$ cat src/rtl/pipe_hazard_ctrl_pkg.sv
// Shared types and defaults for the pipeline hazard/sequencing controller.
package pipe_ctrl_pkg;

   typedef enum logic [1:0] {
      INIT      = 2'd0,
      RUN       = 2'd1,
      DMEM_WAIT = 2'd2,
      DRAIN     = 2'd3
   } state_e;

   typedef struct packed {
      logic en;
      logic flush;
   } stage_ctrl_t;

   localparam int DMEM_TIMEOUT_DEF = 16;
   localparam int TRAP_DRAIN_DEF   = 2;

   localparam stage_ctrl_t STAGE_RUN   = '{en: 1'b1, flush: 1'b0};
   localparam stage_ctrl_t STAGE_HOLD  = '{en: 1'b0, flush: 1'b0};
   localparam stage_ctrl_t STAGE_FLUSH = '{en: 1'b0, flush: 1'b1};
   // Flush wins over enable in the pipeline registers, so a killed stage may keep en=1.
   localparam stage_ctrl_t STAGE_KILL  = '{en: 1'b1, flush: 1'b1};

endpackage

$ cat src/rtl/pipe_hazard_ctrl_if.sv
// Bundle between the pipeline datapath (master) and the hazard controller (slave).
interface pipe_hazard_ctrl_if;
   logic [4:0]  id_rs1;
   logic [4:0]  id_rs2;
   logic        id_use_rs1;
   logic        id_use_rs2;
   logic [4:0]  ex_rd;
   logic        ex_mem_read;
   logic        branch_taken;
   logic        imem_ready;
   logic        dmem_req;
   logic        dmem_ready;
   logic        trap_req;
   logic        pc_en;
   logic        if_id_en;
   logic        id_ex_en;
   logic        ex_mem_en;
   logic        mem_wb_en;
   logic        if_id_flush;
   logic        id_ex_flush;
   logic        ex_mem_flush;
   logic        mem_wb_flush;
   logic        trap_redirect;
   logic        bus_err;
   logic [31:0] stall_cnt;
   logic [31:0] flush_cnt;

   modport master (
      output id_rs1, id_rs2, id_use_rs1, id_use_rs2, ex_rd, ex_mem_read,
             branch_taken, imem_ready, dmem_req, dmem_ready, trap_req,
      input  pc_en, if_id_en, id_ex_en, ex_mem_en, mem_wb_en,
             if_id_flush, id_ex_flush, ex_mem_flush, mem_wb_flush,
             trap_redirect, bus_err, stall_cnt, flush_cnt
   );

   modport slave (
      input  id_rs1, id_rs2, id_use_rs1, id_use_rs2, ex_rd, ex_mem_read,
             branch_taken, imem_ready, dmem_req, dmem_ready, trap_req,
      output pc_en, if_id_en, id_ex_en, ex_mem_en, mem_wb_en,
             if_id_flush, id_ex_flush, ex_mem_flush, mem_wb_flush,
             trap_redirect, bus_err, stall_cnt, flush_cnt
   );
endinterface

$ cat src/rtl/pipe_hazard_ctrl_hazard_detect.sv
// Load-use detector: a load in EX whose rd (not x0) is read by the ID instruction.
module hazard_detect (
   input  logic [4:0] idRs1_i,
   input  logic [4:0] idRs2_i,
   input  logic       idUseRs1_i,
   input  logic       idUseRs2_i,
   input  logic [4:0] exRd_i,
   input  logic       exMemRead_i,
   output logic       loadUse_o
);

   assign loadUse_o = exMemRead_i && (exRd_i != 5'd0) &&
                      ((idUseRs1_i && (idRs1_i == exRd_i)) ||
                       (idUseRs2_i && (idRs2_i == exRd_i)));

endmodule

$ cat src/rtl/pipe_hazard_ctrl.sv
// Hazard/sequencing controller for the 5-stage RV32 pipeline.
// Optional perf counters (stall_cnt/flush_cnt) are built when PIPE_PERF_CNT_EN is defined.
module pipe_hazard_ctrl
   import pipe_ctrl_pkg::*;
#(
   parameter int DMEM_TIMEOUT = DMEM_TIMEOUT_DEF,
   parameter int TRAP_DRAIN   = TRAP_DRAIN_DEF
) (
   input logic               clk,
   input logic               rst_n,
   pipe_hazard_ctrl_if.slave bus
);

   localparam int WaitW  = $clog2(DMEM_TIMEOUT + 1);
   localparam int DrainW = (TRAP_DRAIN > 1) ? $clog2(TRAP_DRAIN) : 1;

   state_e              state_q, state_d;
   logic [WaitW-1:0]    waitCnt_q, waitCnt_d;
   logic [DrainW-1:0]   drainCnt_q, drainCnt_d;
   stage_ctrl_t         ifId, idEx, exMem, memWb;
   logic                pcEn, trapRedirect, busErr, loadUse;

   hazard_detect uHazard (
      .idRs1_i     (bus.id_rs1),
      .idRs2_i     (bus.id_rs2),
      .idUseRs1_i  (bus.id_use_rs1),
      .idUseRs2_i  (bus.id_use_rs2),
      .exRd_i      (bus.ex_rd),
      .exMemRead_i (bus.ex_mem_read),
      .loadUse_o   (loadUse)
   );

   always_ff @(posedge clk or negedge rst_n) begin
      if (!rst_n) begin
         state_q    <= INIT;
         waitCnt_q  <= '0;
         drainCnt_q <= '0;
      end else begin
         state_q    <= state_d;
         waitCnt_q  <= waitCnt_d;
         drainCnt_q <= drainCnt_d;
      end
   end

   // Stage controls are a pure function of state and inputs; the RUN branches follow hazard priority.
   always_comb begin
      state_d      = state_q;
      waitCnt_d    = waitCnt_q;
      drainCnt_d   = drainCnt_q;
      pcEn         = 1'b1;
      ifId         = STAGE_RUN;
      idEx         = STAGE_RUN;
      exMem        = STAGE_RUN;
      memWb        = STAGE_RUN;
      trapRedirect = 1'b0;
      busErr       = 1'b0;
      unique case (state_q)
         INIT: begin
            pcEn  = 1'b0;
            ifId  = STAGE_FLUSH;
            idEx  = STAGE_FLUSH;
            exMem = STAGE_FLUSH;
            memWb = STAGE_FLUSH;
            state_d = RUN;
         end
         RUN: begin
            if (bus.trap_req) begin
               pcEn         = 1'b0;
               ifId         = STAGE_KILL;
               idEx         = STAGE_KILL;
               exMem        = STAGE_KILL;
               memWb        = STAGE_HOLD;
               trapRedirect = 1'b1;
               drainCnt_d   = DrainW'(TRAP_DRAIN - 1);
               state_d      = DRAIN;
            end else if (bus.dmem_req && !bus.dmem_ready) begin
               pcEn      = 1'b0;
               ifId      = STAGE_HOLD;
               idEx      = STAGE_HOLD;
               exMem     = STAGE_HOLD;
               memWb     = STAGE_KILL;
               waitCnt_d = WaitW'(1);
               state_d   = DMEM_WAIT;
            end else if (bus.branch_taken) begin
               ifId = STAGE_KILL;
               idEx = STAGE_KILL;
            end else if (loadUse) begin
               pcEn = 1'b0;
               ifId = STAGE_HOLD;
               idEx = STAGE_KILL;
            end else if (!bus.imem_ready) begin
               pcEn = 1'b0;
               ifId = STAGE_KILL;
            end
         end
         DMEM_WAIT: begin
            if (bus.dmem_ready) begin
               state_d = RUN;
            end else if (waitCnt_q == WaitW'(DMEM_TIMEOUT)) begin
               pcEn         = 1'b0;
               ifId         = STAGE_KILL;
               idEx         = STAGE_KILL;
               exMem        = STAGE_KILL;
               memWb        = STAGE_HOLD;
               trapRedirect = 1'b1;
               busErr       = 1'b1;
               drainCnt_d   = DrainW'(TRAP_DRAIN - 1);
               state_d      = DRAIN;
            end else begin
               pcEn      = 1'b0;
               ifId      = STAGE_HOLD;
               idEx      = STAGE_HOLD;
               exMem     = STAGE_HOLD;
               memWb     = STAGE_KILL;
               waitCnt_d = waitCnt_q + 1'b1;
            end
         end
         DRAIN: begin
            pcEn  = (drainCnt_q == '0);
            ifId  = STAGE_FLUSH;
            idEx  = STAGE_FLUSH;
            exMem = STAGE_FLUSH;
            memWb = STAGE_FLUSH;
            if (drainCnt_q == '0) begin
               state_d = RUN;
            end else begin
               drainCnt_d = drainCnt_q - 1'b1;
            end
         end
      endcase
   end

   assign bus.pc_en         = pcEn;
   assign bus.if_id_en      = ifId.en;
   assign bus.id_ex_en      = idEx.en;
   assign bus.ex_mem_en     = exMem.en;
   assign bus.mem_wb_en     = memWb.en;
   assign bus.if_id_flush   = ifId.flush;
   assign bus.id_ex_flush   = idEx.flush;
   assign bus.ex_mem_flush  = exMem.flush;
   assign bus.mem_wb_flush  = memWb.flush;
   assign bus.trap_redirect = trapRedirect;
   assign bus.bus_err       = busErr;

`ifdef PIPE_PERF_CNT_EN
   logic [31:0] stallCnt_q, stallCnt_d, flushCnt_q, flushCnt_d;
   logic        stallEvt, flushEvt;

   // In RUN only a taken branch keeps pc_en high while flushing IF/ID.
   assign stallEvt = !pcEn && ((state_q == RUN) || (state_q == DMEM_WAIT));
   assign flushEvt = trapRedirect || ((state_q == RUN) && pcEn && ifId.flush);

   always_comb begin
      stallCnt_d = stallCnt_q;
      flushCnt_d = flushCnt_q;
      if (stallEvt && (stallCnt_q != '1)) stallCnt_d = stallCnt_q + 32'd1;
      if (flushEvt && (flushCnt_q != '1)) flushCnt_d = flushCnt_q + 32'd1;
   end

   always_ff @(posedge clk or negedge rst_n) begin
      if (!rst_n) begin
         stallCnt_q <= '0;
         flushCnt_q <= '0;
      end else begin
         stallCnt_q <= stallCnt_d;
         flushCnt_q <= flushCnt_d;
      end
   end

   assign bus.stall_cnt = stallCnt_q;
   assign bus.flush_cnt = flushCnt_q;
`else
   assign bus.stall_cnt = '0;
   assign bus.flush_cnt = '0;
`endif

endmodule
$ cat src/flat_wrapper.sv
// flat-port wrapper written by rule: the top's interface ports become plain ports
module pipe_hazard_ctrl_flat import pipe_ctrl_pkg::*;
#(
   parameter int DMEM_TIMEOUT = DMEM_TIMEOUT_DEF,
   parameter int TRAP_DRAIN   = TRAP_DRAIN_DEF
)
  (clk, rst_n, bus_id_rs1, bus_id_rs2, bus_id_use_rs1, bus_id_use_rs2, bus_ex_rd, bus_ex_mem_read, bus_branch_taken, bus_imem_ready, bus_dmem_req, bus_dmem_ready, bus_trap_req, bus_pc_en, bus_if_id_en, bus_id_ex_en, bus_ex_mem_en, bus_mem_wb_en, bus_if_id_flush, bus_id_ex_flush, bus_ex_mem_flush, bus_mem_wb_flush, bus_trap_redirect, bus_bus_err, bus_stall_cnt, bus_flush_cnt);
  pipe_hazard_ctrl_if bus_i ();
  input logic clk;
  input logic rst_n;
  input wire logic [$bits(bus_i.id_rs1)-1:0] bus_id_rs1;
  input wire logic [$bits(bus_i.id_rs2)-1:0] bus_id_rs2;
  input wire logic [$bits(bus_i.id_use_rs1)-1:0] bus_id_use_rs1;
  input wire logic [$bits(bus_i.id_use_rs2)-1:0] bus_id_use_rs2;
  input wire logic [$bits(bus_i.ex_rd)-1:0] bus_ex_rd;
  input wire logic [$bits(bus_i.ex_mem_read)-1:0] bus_ex_mem_read;
  input wire logic [$bits(bus_i.branch_taken)-1:0] bus_branch_taken;
  input wire logic [$bits(bus_i.imem_ready)-1:0] bus_imem_ready;
  input wire logic [$bits(bus_i.dmem_req)-1:0] bus_dmem_req;
  input wire logic [$bits(bus_i.dmem_ready)-1:0] bus_dmem_ready;
  input wire logic [$bits(bus_i.trap_req)-1:0] bus_trap_req;
  output wire logic [$bits(bus_i.pc_en)-1:0] bus_pc_en;
  output wire logic [$bits(bus_i.if_id_en)-1:0] bus_if_id_en;
  output wire logic [$bits(bus_i.id_ex_en)-1:0] bus_id_ex_en;
  output wire logic [$bits(bus_i.ex_mem_en)-1:0] bus_ex_mem_en;
  output wire logic [$bits(bus_i.mem_wb_en)-1:0] bus_mem_wb_en;
  output wire logic [$bits(bus_i.if_id_flush)-1:0] bus_if_id_flush;
  output wire logic [$bits(bus_i.id_ex_flush)-1:0] bus_id_ex_flush;
  output wire logic [$bits(bus_i.ex_mem_flush)-1:0] bus_ex_mem_flush;
  output wire logic [$bits(bus_i.mem_wb_flush)-1:0] bus_mem_wb_flush;
  output wire logic [$bits(bus_i.trap_redirect)-1:0] bus_trap_redirect;
  output wire logic [$bits(bus_i.bus_err)-1:0] bus_bus_err;
  output wire logic [$bits(bus_i.stall_cnt)-1:0] bus_stall_cnt;
  output wire logic [$bits(bus_i.flush_cnt)-1:0] bus_flush_cnt;
  assign bus_i.id_rs1 = bus_id_rs1;
  assign bus_i.id_rs2 = bus_id_rs2;
  assign bus_i.id_use_rs1 = bus_id_use_rs1;
  assign bus_i.id_use_rs2 = bus_id_use_rs2;
  assign bus_i.ex_rd = bus_ex_rd;
  assign bus_i.ex_mem_read = bus_ex_mem_read;
  assign bus_i.branch_taken = bus_branch_taken;
  assign bus_i.imem_ready = bus_imem_ready;
  assign bus_i.dmem_req = bus_dmem_req;
  assign bus_i.dmem_ready = bus_dmem_ready;
  assign bus_i.trap_req = bus_trap_req;
  assign bus_pc_en = bus_i.pc_en;
  assign bus_if_id_en = bus_i.if_id_en;
  assign bus_id_ex_en = bus_i.id_ex_en;
  assign bus_ex_mem_en = bus_i.ex_mem_en;
  assign bus_mem_wb_en = bus_i.mem_wb_en;
  assign bus_if_id_flush = bus_i.if_id_flush;
  assign bus_id_ex_flush = bus_i.id_ex_flush;
  assign bus_ex_mem_flush = bus_i.ex_mem_flush;
  assign bus_mem_wb_flush = bus_i.mem_wb_flush;
  assign bus_trap_redirect = bus_i.trap_redirect;
  assign bus_bus_err = bus_i.bus_err;
  assign bus_stall_cnt = bus_i.stall_cnt;
  assign bus_flush_cnt = bus_i.flush_cnt;
  pipe_hazard_ctrl #(.DMEM_TIMEOUT(DMEM_TIMEOUT), .TRAP_DRAIN(TRAP_DRAIN)) u_core (.clk(clk), .rst_n(rst_n), .bus(bus_i));
endmodule
$ cat config.mk
export PLATFORM = sky130hd
export DESIGN_NAME = pipe_hazard_ctrl_flat
export DESIGN_NICKNAME = d
export VERILOG_FILES = /design/src/rtl/pipe_hazard_ctrl_pkg.sv /design/src/rtl/pipe_hazard_ctrl_if.sv /design/src/rtl/pipe_hazard_ctrl_hazard_detect.sv /design/src/rtl/pipe_hazard_ctrl.sv /design/src/flat_wrapper.sv
export SDC_FILE = /design/constraint.sdc
export NUM_CORES = 1
export LEC_CHECK = 0
export ABC_AREA = 0
export BUFFER_PORTS_ARGS = -buffer_cell sky130_fd_sc_hd__buf_4
export CAP_MARGIN = 20
export CELL_PAD_IN_SITES_DETAIL_PLACEMENT = 0
export CELL_PAD_IN_SITES_GLOBAL_PLACEMENT = 1
export CORE_UTILIZATION = 27
export CTS_CLUSTER_DIAMETER = 200
export CTS_CLUSTER_SIZE = 8
export DETAILED_ROUTE_END_ITERATION = 10
export GPL_TIMING_DRIVEN = 0
export PLACE_DENSITY_LB_ADDON = 0.1
export SLEW_MARGIN = 25
export SYNTH_ARGS = -nofsm -noshare
export SYNTH_HDL_FRONTEND = slang
export SYNTH_SLANG_ARGS = --single-unit
$ cat constraint.sdc
create_clock -name clk -period 2 [get_ports clk]
set_clock_uncertainty 0.15 [all_clocks]
set_input_delay 0.1 -clock clk [delete_from_list [all_inputs] [get_ports clk]]
set_output_delay 0.1 -clock clk [all_outputs]
set_load 0.005 [all_outputs]
# Word level (Yosys, flattened, before mapping)
# Cells that the tools add are included.
[totals]
ff_bits = 8
out_inout_bits = 75
word_cells = 85
[op_classes]
n_addsub = 2
eq_ne = 15
n_mux = 49
bitwise_logic = 1
n_reduce_logical = 15
[op_table]
columns = ["cell", "n"]
rows = [
  ["$mux 2", 19],
  ["$pmux 2 s3", 4],
  ["$mux 5", 4],
  ["$mux 1", 17],
  ["$eq 5x5->1", 2],
  ["$ne 2x2->1 const B", 5],
  ["$pmux 5 s2", 1],
  ["$pmux 2 s4", 1],
  ["$ne 3x2->1 const B", 2],
  ["$add 5x1->5 const B", 1],
  ["$eq 5x5->1 const B", 1],
  ["$logic_and 1x1->1", 5],
  ["$reduce_and 5->1", 1],
  ["$reduce_bool 5->1", 1],
  ["$eq 2x2->1 const B", 2],
  ["$ne 2x1->1 const B", 2],
  ["$pmux 1 s4", 1],
  ["$reduce_and 4->1", 1],
  ["$pmux 1 s3", 1],
  ["$reduce_and 3->1", 1],
  ["$reduce_bool 3->1", 1],
  ["$eq 2x1->1 const B", 1],
  ["$logic_not 2->1", 1],
  ["$pmux 1 s2", 1],
  ["6 further kinds", 6],
]

# Longest topological paths before layout
# Gate-level depths: netlist (run 1).
[logic_depth]
ltp_word = 9
mapped_depth = 7

# Cells and area by module
# Synthesis (run 1) repeated with hierarchy kept, for this count alone.
[unflattened]
cells_unflattened = 176
area_unflattened_um2 = 1366.3
[by_module_without_submodules]
columns = ["module", "n_inst", "cells_per_inst", "area_per_inst_um2"]
rows = [
  ["pipe_hazard_ctrl", 1, 159, 1232.4],
  ["hazard_detect", 1, 17, 133.9],
]

# Worst setup path after synthesis (run 1)
# Ideal clock, no wire load.
[synth_timing]
path_kind = "register -> register"
startpoint = "reg u_core.waitCnt_q[0]"
endpoint = "reg u_core.state_q[0]"
setup_time_ns = 0.127
arrival_time_ns = 1.586
t_required_ns = 1.723
path_slack_ns = 0.136
path_stages_with_launch = 7
n_path_buf = 1
synth_period_minus_slack_ns = 1.864
cell_sequence = "dfrtp_1 > inv_1 > ha_1 > nand4bb_1 > buf_2 > a222oi_1 > mux2_1"
[synth_between]
elab_chain_len = 3
[synth_rtl]
columns = ["element", "line", "rtl"]
rows = [
  ["start, declared", "pipe_hazard_ctrl.sv:18", "logic [WaitW-1:0] waitCnt_q, waitCnt_d;"],
  ["start signal, assigned", "pipe_hazard_ctrl.sv:40", "waitCnt_q <= waitCnt_d;"],
  ["$eq 5x5->1", "pipe_hazard_ctrl.sv:99", "end else if (waitCnt_q == WaitW'(DMEM_TIMEOUT)) begin"],
  ["$ne 3x2->1 (no line)", "--", ""],
  ["$reduce_and 3->1 (no line)", "--", ""],
  ["end signal, assigned", "pipe_hazard_ctrl.sv:39", "state_q <= state_d;"],
  ["end, declared", "pipe_hazard_ctrl.sv:17", "state_e state_q, state_d;"],
]
# Every way passes these cells.
# A chain may end at the register's enable or synchronous reset.

# Worst setup path in the final report (run 1)
[layout_timing]
startpoint = "reg u_core.state_q[1]"
endpoint = "out bus_if_id_en"
[layout_between]
elab_chain_len = 3
[layout_rtl]
columns = ["element", "line", "rtl"]
rows = [
  ["$eq 2x2->1 or $logic_not 2->1 (tied branches)", "pipe_hazard_ctrl.sv:57", "unique case (state_q)"],
  ["$reduce_or 2->1 (no line)", "--", ""],
  ["$pmux 2 s3 *", "pipe_hazard_ctrl.sv:57", ""],
  ["end, declared", "flat_wrapper.sv:23", "output wire logic [$bits(bus_i.if_id_en)-1:0] bus_if_id_en;"],
]
# Every way passes the cells marked *; elsewhere a longest branch is shown, timed or not.

==> results of run 1 <==
==> synth_stat cells, types with 2 or more instances <==
cell type / instances
buf_4: 65
xnor2_1: 10
nand2_1: 9
dfrtp_1: 8
inv_1: 8
o21ai_0: 7
ha_1: 6
a21oi_1: 5
nor2_1: 4
nand2b_1: 3
o211ai_1: 3
a221oi_1: 2
a22oi_1: 2
and2_1: 2
and3_1: 2
mux2i_1: 2
nand4_1: 2
nor2b_1: 2
nor3_1: 2
nor3b_1: 2
or2_2: 2
==> where the power goes <==
part           internal [W]  switching (W)  total [W]
registers          0.000206      0.0000388   0.000245
logic              0.000873       0.000615    0.00149
clock network      0.000130      0.0000641   0.000195
==> what timing repair did <==
| item | CTS | global route |
|---|---|---|
| setup endpoints to repair | 12 | 10 |
| setup buffers | 4 | 7 |
| hold buffers | 1 | 0 |
| pin swaps | 3 | 5 |
| endpoints found under the hold margin | 8 | 0 |
| cloned | 0 | 1 |
| gates resized for setup | 25 | 8 |
==> cell families after synthesis <==
group                      after synthesis  share of synthesized area (%)
adders and majority gates                6                           5.57
muxes                                    4                           3.16
AOI/OAI and AO/OA                       27                           14.0
xor gates and xnor gates                11                           7.15
DFF                                      8                           14.9
and+or+nand+nor                         37                           15.9
buffers and inverters                   75                           39.1
other                                    1                          0.278
==> layer usage <==
metal	track usage [%]	share of wire (%)
met1	12.6	43
met3	1.80	8.4
met2	18.9	48
met4	3.27	0.29
met5	0	0
==> area by class of cell <==
| cell class | count | area [um^2] | share of cell area, % |
|---|---|---|---|
| inverter | 8 | 30.0 | 1.36 |
| buffer | 67 | 524 | 23.8 |
| timing repair buffer | 48 | 367 | 16.6 |
| clock buffer | 3 | 41.3 | 1.87 |
| sequential | 8 | 201 | 9.14 |
| multi-input combinational | 149 | 957 | 43.4 |
| tap | 67 | 83.8 | 3.80 |
==> stage by stage <==
step / TNS (ns) / area [um^2] / instances / power, W
detailed placement: -0.257 / 1930 / 334 / 0.00128
finish: -0.0163 / 2200 / 350 / 0.00193
floorplan: 0 / 1580 / 232 / 0.000894
CTS: -0.0705 / 2110 / 342 / 0.00176
global route: -0.349 / 2200 / 350 / 0.00207
global placement: -0.179 / 1930 / 334 / 0.00128
==> how the worst max path moves through the flow <==
stage	start	to	slack [ns]	depth (start not counted)
2_1_floorplan	u_core.waitCnt_q[0]	u_core.state_q[0]	0.14	6
3_3_place_gp	u_core.state_q[1]	bus_if_id_en	-0.09	8
3_5_place_dp	u_core.state_q[1]	bus_if_id_en	-0.10	8
4_1_cts	u_core.state_q[0]	bus_if_id_en	-0.04	7
5_1_grt	u_core.state_q[1]	bus_if_id_en	-0.09	8
6_report	u_core.state_q[1]	bus_if_id_en	-0.02	8
==> flip-flops by register name, summed over array words and instances, names as in the netlist <==
| signal | cells |
|---|---|
| u_core.drainCnt_q | 1 |
| u_core.waitCnt_q | 5 |
| u_core.state_q | 2 |
==> reports/results.ini, run 1 <==
[run_status]
status=complete, but fails checks
violations=negative setup slack

[power]
max-vdd-ir-drop_mv=0.442
leakagePower_nw=1.19
power_density_mw_per_mm2=874

[synth]
synth_seq_area_share_pct=14.9
synthFlopType=dfrtp_1
synth_top_area_share_pct=36.2
synth_cell_types=42
synth_largest_area_cell=buf_4
ys_ff_latch=8
synth_edf_count=0
yosysWarnings=0
synthTopCellsByArea=buf_4 (36%), dfrtp_1 (15%), xnor2_1 (6.5%)
synthCells=169
synth_area_mm2=0.00135
async_reset_ff_share_pct=100
synth_area_per_cell_um2=7.97

[die]
dieArea_mm2=0.00528
core_region_area_mm2=0.00475
dieHeight_um=72.6
die_w_um=72.6
start_util_pct=28.3
num_io_pins=100
core.rowCount=25

[clock_network]
cts_htree_levels=1
clk-insertion-delay-late_ns=0.23
clock-sinks=8
numCtsBuffers=3
cts_tree=done
cts.clk_slew.worst_paths_ns=0.04
root_buffer=clkbuf_8
cts_buffer_depth=2

[cells_and_area]
area_growth_pct=63.6
layout-drive-gt1-share_pct=49.8
layout_commonest_cell=buf_4
antennaDiodeCount=0
post-route-util_pct=46.4
layout_common_cells=buf_4 (111), conb_1 (64), xnor2_1 (10)
n_fill_cell=482
fin_nets=316

[worst_setup_path]
cp_top_family=buffers and inverters
cp.required_ns=1.75
path_class=reg -> out
cp.arrival_ns=1.77
reg2reg_from=u_core.state_q[1]
r2r_cells=6
critPathMaxFanout=5
critPathMaxStageDelay_ns=0.38
critPathBufInv=3
reg2reg_to=u_core.state_q[0]
slowest_stage=dfrtp_1
crit_path_start_kind=flop
crit_chain=inv_2, ha_4, clkbuf_16, nand2b_4, a22oi_2, or2_4, a21boi_2, buf_4
ff2ff_setup_slack_ns=0.04
crit_path_end_kind=output port

[sta]
max_freq_mhz=496
whs_ns=0.0827
fin_ws_ns=-0.0163
drv_slew=0
setup_viol=1
final-hold-violation-count=0
period_minus_slack_ns=2.02
rsz0062_at_grt=true
final.period_utilization_pct=101

[route]
dr_total_vias=1228
ant_nets=0
dr.pass1.iters=4
viasPerCell=3.51
drc=0
wire_per_inst_um=8.85
routed_wl_mm=3.10
drtIter0Drc=30

[place]
portBuffers=35
hpwl_mm=2.52
place_congestion=0.744
place_ws_ns=-0.103

[worst_hold_path]
min_path_type=in -> async

[grt]
grt_pass1_wl_mm=4.44
grt_pass1_vias=973
grt_antenna_before_repair=0
grt_max_degree=11
overflow=0
groute.usage.overall_pct=10.5

[run]
maxCapViolations=0

Note: power is estimated with default switching activity, not from simulation.
==> run 2, diff against run 1 <==
--- a/config.mk
+++ b/config.mk
@@ -8,9 +8,7 @@
 export ABC_AREA = 0
 export BUFFER_PORTS_ARGS = -buffer_cell sky130_fd_sc_hd__buf_4
 export CAP_MARGIN = 20
-export CELL_PAD_IN_SITES_DETAIL_PLACEMENT = 0
-export CELL_PAD_IN_SITES_GLOBAL_PLACEMENT = 1
-export CORE_UTILIZATION = 27
+export CORE_UTILIZATION = 41
 export CTS_CLUSTER_DIAMETER = 200
 export CTS_CLUSTER_SIZE = 8
 export DETAILED_ROUTE_END_ITERATION = 10
==> reports/results.ini, run 2 (synthesis results as in run 1) <==
[die]
die_w_um=59.3  ; -18%
core_region_area_mm2=0.00308  ; -35%
start_util_pct=43.8  ; +15 points
num_io_pins=100  ; unchanged
dieArea_mm2=0.00352  ; -33%
dieHeight_um=59.3  ; -18%
core.rowCount=20  ; -20%

[cells_and_area]
post-route-util_pct=70.3  ; +24 points
reg_top3=u_core.waitCnt_q: 5 flops, u_core.state_q: 2 flops, u_core.drainCnt_q: 1 flops
stdcell_count=326  ; -6.9%
fin_nets=315  ; -0.32%
layout_common_cells=buf_4 (110), conb_1 (64), xnor2_1 (10)
layout_commonest_cell=buf_4
antennaDiodeCount=0  ; unchanged
largest_reg_flops=5  ; unchanged
area_growth_pct=60.5
layout-drive-gt1-share_pct=49.6  ; -0.18 points
top_register=u_core.waitCnt_q

[sta]
final.setup.tns_ns=-0.147  ; -0.130 ns
max_freq_mhz=482  ; -2.8%
setup_viol=3  ; +2
final.period_utilization_pct=104  ; +2.9 points
fin_ws_ns=-0.0741  ; -0.0578 ns
drv_slew=0  ; unchanged
final-hold-violation-count=0  ; unchanged
rsz0062_at_grt=true
period_minus_slack_ns=2.07  ; +0.0578 ns

[power]
leakagePower_nw=1.17  ; -1.0%
max-vdd-ir-drop_mv=0.845  ; +91%
power_w=0.00191  ; -0.96%
power_density_mw_per_mm2=882  ; +0.93%

[clock_network]
clk-insertion-delay-late_ns=0.25  ; +0.02 ns
clock-sinks=8  ; unchanged
cts_htree_levels=1  ; unchanged
cts_tree=done
numCtsBuffers=3  ; unchanged
root_buffer=clkbuf_4
cts_buffer_depth=2  ; unchanged
cts.clk_slew.worst_paths_ns=0.06  ; +0.02 ns

[worst_hold_path]
min_path_type=in -> async

[run]
maxCapViolations=0  ; unchanged

[worst_setup_path]
critPathMaxStageDelay_ns=0.45  ; +0.07 ns
slowest_stage=dfrtp_2
path_class=reg -> out
cp_top_family=flip-flops
startpoint=u_core.state_q[0]
cp.arrival_ns=1.82  ; +0.05 ns
critPathMaxFanout=8  ; +3
crit_chain=ha_4, clkbuf_16, nor2b_4, o21ai_4, and2_4, a221o_1, buf_4
crit_path_start_kind=flop
cp.required_ns=1.75  ; about the same
crit_path_end_kind=output port
critPathBufInv=2  ; -1
reg2reg_from=u_core.state_q[1]

[grt]
groute.usage.overall_pct=17.9  ; +7.4 points
grt_max_degree=10  ; -1
overflow=0  ; unchanged
grt_pass1_wl_mm=4.82  ; +8.6%
grt_pass1_vias=1137  ; +17%
busiest_layer=met2
grt_util_met2_pct=32.4  ; +14 points
gr-usage-met3_pct=1.97  ; +0.17 points
grt_use_met1_pct=20.2  ; +7.6 points
grt_antenna_before_repair=0  ; unchanged

[route]
drtIter0Drc=35  ; +17%
drc=0  ; unchanged
dr_total_vias=1286  ; +4.7%
viasPerCell=3.94  ; +12%
wire_per_inst_um=9.66  ; +9.1%
routed_wl_mm=3.15  ; +1.6%
dr.pass1.iters=4  ; unchanged
ant_nets=0  ; unchanged

[place]
place_ws_ns=-0.0888  ; +0.0143 ns
dpl.cell_count=311  ; -6.9%
hpwl_mm=2.35  ; -6.5%
place_congestion=0.821  ; +10%
portBuffers=35  ; unchanged

[run_status]
status=complete, but fails checks
violations=negative setup slack

[run 2: changes by cell type in the layout (fill, tap and decap cells not counted), sizes merged]
cell / delta
buf: -1
[run 2: metrics by stage]
stage	area [um^2]	hold slack, ns
2_1_floorplan	1580	-0.346
3_3_place_gp	1900	-0.224
3_5_place_dp	1900	-0.224
4_1_cts	2110	0.0424
5_1_grt	2160	0.0592
6_report	2160	0.0481
[run 2: final cells by class]
class                      count  area (um^2)
buffer                        67          524
clock buffer                   3         22.5
fill                         273          915
inverter                       8         32.5
multi-input combinational    149          968
sequential                     8          201
tap                           44         55.1
timing repair buffer          47          359
[run 2: final timing paths]
kind | endpoint | slack [ns] | cells after the start
worst min register to register | u_core.waitCnt_q[3] | 0.41 | 2
worst max-delay path | bus_id_ex_flush | -0.07 | 7
min in group clk | u_core.state_q[0] | 0.16 | 4
worst max register to register | u_core.state_q[0] | 0.01 | 6
max in group asynchronous | u_core.state_q[0] | 1.51 | 2
worst min-delay path | u_core.waitCnt_q[0] | 0.05 | 2
[run 2: layer usage]
| layer | part of all wire (%) | routed length, um |
|---|---|---|
| met5 | 0 | 0 |
| met4 | 1.4 | 45 |
| met3 | 8.9 | 279 |
| met2 | 52 | 1630 |
| met1 | 38 | 1190 |
[run 2: worst reg2reg max path, cell delays in order, from the launching register on]
cell,delay [ns]
dfrtp_1,0.39
buf_4,0.15
ha_4,0.19
inv_1,0.13
nor2_4,0.05
a222oi_1,0.44
mux2_1,0.37
[run 2: timing repair]
item                                   in CTS  in global routing
setup endpoints to repair                  11                 11
setup buffers                               8                  3
endpoints found under the hold margin       8                  0
pin swaps                                   3                  7
resized for setup                          28                  9
hold buffers                                1                  0
[run 2: power by group]
group	internal (W)	switching [W]	total, W
Combinational	0.000890	0.000646	0.00154
Clock	0.0000687	0.0000556	0.000124
Sequential	0.000206	0.0000428	0.000248
Total	0.00116	0.000745	0.00191
==> run 3, diff against run 2 <==
==> constraint.sdc (replaced) <==
create_clock -name clk -period 2 [get_ports clk]
set_clock_uncertainty 0.15 [all_clocks]
set_input_delay 0.1 -clock clk [delete_from_list [all_inputs] [get_ports clk]]
set_output_delay 0.1 -clock clk [all_outputs]
set_load 0.02 [all_outputs]
==> reports/results.ini, run 3 (synthesis results as in run 1) <==
[grt]
grt_max_degree=10  ; unchanged
grt_pass1_vias=1030  ; -9.4%
overflow=0  ; unchanged
groute.usage.overall_pct=15.7  ; -2.2 points
grt_pass1_wl_mm=4.31  ; -11%
grt_antenna_before_repair=0  ; unchanged

[route]
ant_nets=0  ; unchanged
dr_total_vias=1282  ; -0.31%
dr.pass1.iters=4  ; unchanged
wire_per_inst_um=9.08  ; -6.0%
drtIter0Drc=39  ; +11%
drc=0  ; unchanged
routed_wl_mm=2.98  ; -5.4%
viasPerCell=3.91  ; -0.92%

[run_status]
violations=negative setup slack
status=complete, but fails checks

[place]
place_congestion=0.826  ; +0.52%
hpwl_mm=2.30  ; -2.3%
portBuffers=35  ; unchanged
placed_cell_area_mm2=0.00191  ; +0.20%

[cells_and_area]
post-route-util_pct=71.8  ; +1.5 points
antennaDiodeCount=0  ; unchanged
n_fill_cell=268  ; -1.8%
area_growth_pct=64.0
layout-drive-gt1-share_pct=51.4  ; +1.8 points
largest_reg_flops=5  ; unchanged
layout_common_cells=buf_4 (104), conb_1 (64), buf_6 (10), xnor2_1 (10), nand2_1 (8)
fin_nets=317  ; +0.63%
reg_top3=u_core.waitCnt_q: 5 flops, u_core.state_q: 2 flops, u_core.drainCnt_q: 1 flops
regArea_um2=201  ; unchanged
fin_area_mm2=0.00221  ; +2.1%
top_register=u_core.waitCnt_q
multi_input_area_um2=980  ; +1.2%
layout_commonest_cell=buf_4

[worst_setup_path]
critPathMaxStageDelay_ns=0.45  ; about the same
cp.required_ns=1.75  ; about the same
cp_top_family=flip-flops
cp.arrival_ns=1.82  ; about the same
r2r_cells=8  ; +2
critPathBufInv=2  ; unchanged
crit_path_start_kind=flop
reg2reg_from=u_core.state_q[0]
crit_chain=ha_4, buf_8, a21oi_4, a22oi_2, or2_4, a21boi_2, buf_6
crit_path_end_kind=output port
ff2ff_setup_slack_ns=-0.06  ; -0.07 ns
path_class=reg -> out
critPathMaxFanout=5  ; -3
reg2reg_to=u_core.waitCnt_q[2]
slowest_stage=dfrtp_2

[sta]
period_minus_slack_ns=2.07  ; -0.00803 ns
max_freq_mhz=484  ; +0.39%
rsz0062_at_grt=true
drv_slew=0  ; unchanged
whs_ns=0.0422  ; -0.00588 ns
final-hold-violation-count=0  ; unchanged
setup_viol=3  ; unchanged
fin_ws_ns=-0.0661  ; +0.00803 ns
final.period_utilization_pct=103  ; -0.40 points

[clock_network]
clk-insertion-delay-late_ns=0.25  ; about the same
cts_tree=done
numCtsBuffers=3  ; unchanged
root_buffer=clkbuf_4
cts.clk_slew.worst_paths_ns=0.06  ; about the same
clock-sinks=8  ; unchanged
cts_buffer_depth=2  ; unchanged
cts_htree_levels=1  ; unchanged

[power]
max-vdd-ir-drop_mv=0.758  ; -10%
leakagePower_nw=1.19  ; +1.3%
power_density_mw_per_mm2=1010  ; +15%

[die]
core_region_area_mm2=0.00308  ; unchanged
dieHeight_um=59.3  ; unchanged
dieArea_mm2=0.00352  ; unchanged
core.rowCount=20  ; unchanged
die_w_um=59.3  ; unchanged
start_util_pct=43.8  ; unchanged
num_io_pins=100  ; unchanged

[run]
maxCapViolations=0  ; unchanged

[worst_hold_path]
min_path_type=in -> async

[run 3: cell count changes in the layout (fill, tap and decap cells not counted), sizes merged]
cell	change
buf	+3
clkbuf	-1
[run 3: through the flow]
step	TNS [ns]	power, W	instances	setup WS, ns
2_1_floorplan	0	0.00114	232	0.0833
3_3_place_gp	-0.150	0.00151	311	-0.0687
3_5_place_dp	-0.173	0.00151	311	-0.0764
4_1_cts	-0.254	0.00202	322	-0.0928
5_1_grt	-0.907	0.00239	328	-0.144
6_report	-0.189	0.00223	328	-0.0661
[run 3: power breakdown]
group	internal [W]	switching [W]	leakage, nW
registers	0.000206	0.0000448	0.0974
clock network	0.0000688	0.0000564	0.0138
logic	0.000971	0.000887	1.08
[run 3: routing by layer]
layer	up-vias	routed length, um	global-route usage (%)
met5	-	0	0
met1	550	1180	19.2
met2	58	1530	28.1
met3	4	254	1.53
li1	670	-	-
met4	0	21	5.78
[run 3: worst max path at each step]
stage / slack, ns / depth (start not counted) / startpoint / to
after floorplan: 0.08 / 6 / u_core.state_q[0] / bus_id_ex_flush
after global placement: -0.07 / 7 / u_core.state_q[0] / bus_id_ex_flush
after detailed placement: -0.08 / 8 / u_core.state_q[1] / bus_if_id_en
after CTS: -0.09 / 7 / u_core.state_q[0] / bus_id_ex_flush
after global routing: -0.14 / 8 / u_core.state_q[1] / bus_if_id_en
final: -0.07 / 7 / u_core.state_q[0] / bus_if_id_en
[run 3: final cells by class]
type	instances	area share, %
timing repair buffer	49	18.1
sequential	8	9.12
multi-input combinational	149	44.3
buffer	67	23.4
tap	44	2.49
inverter	8	1.47
clock buffer	3	1.02
[run 3: timing repair]
action | CTS | global route
endpoints found under the hold margin | 8 | 0
pin swaps | 5 | 12
setup buffers | 6 | 6
gates cloned | 1 | 0
gates resized for setup | 30 | 18
hold buffers | 1 | 0
setup endpoints to repair | 9 | 12
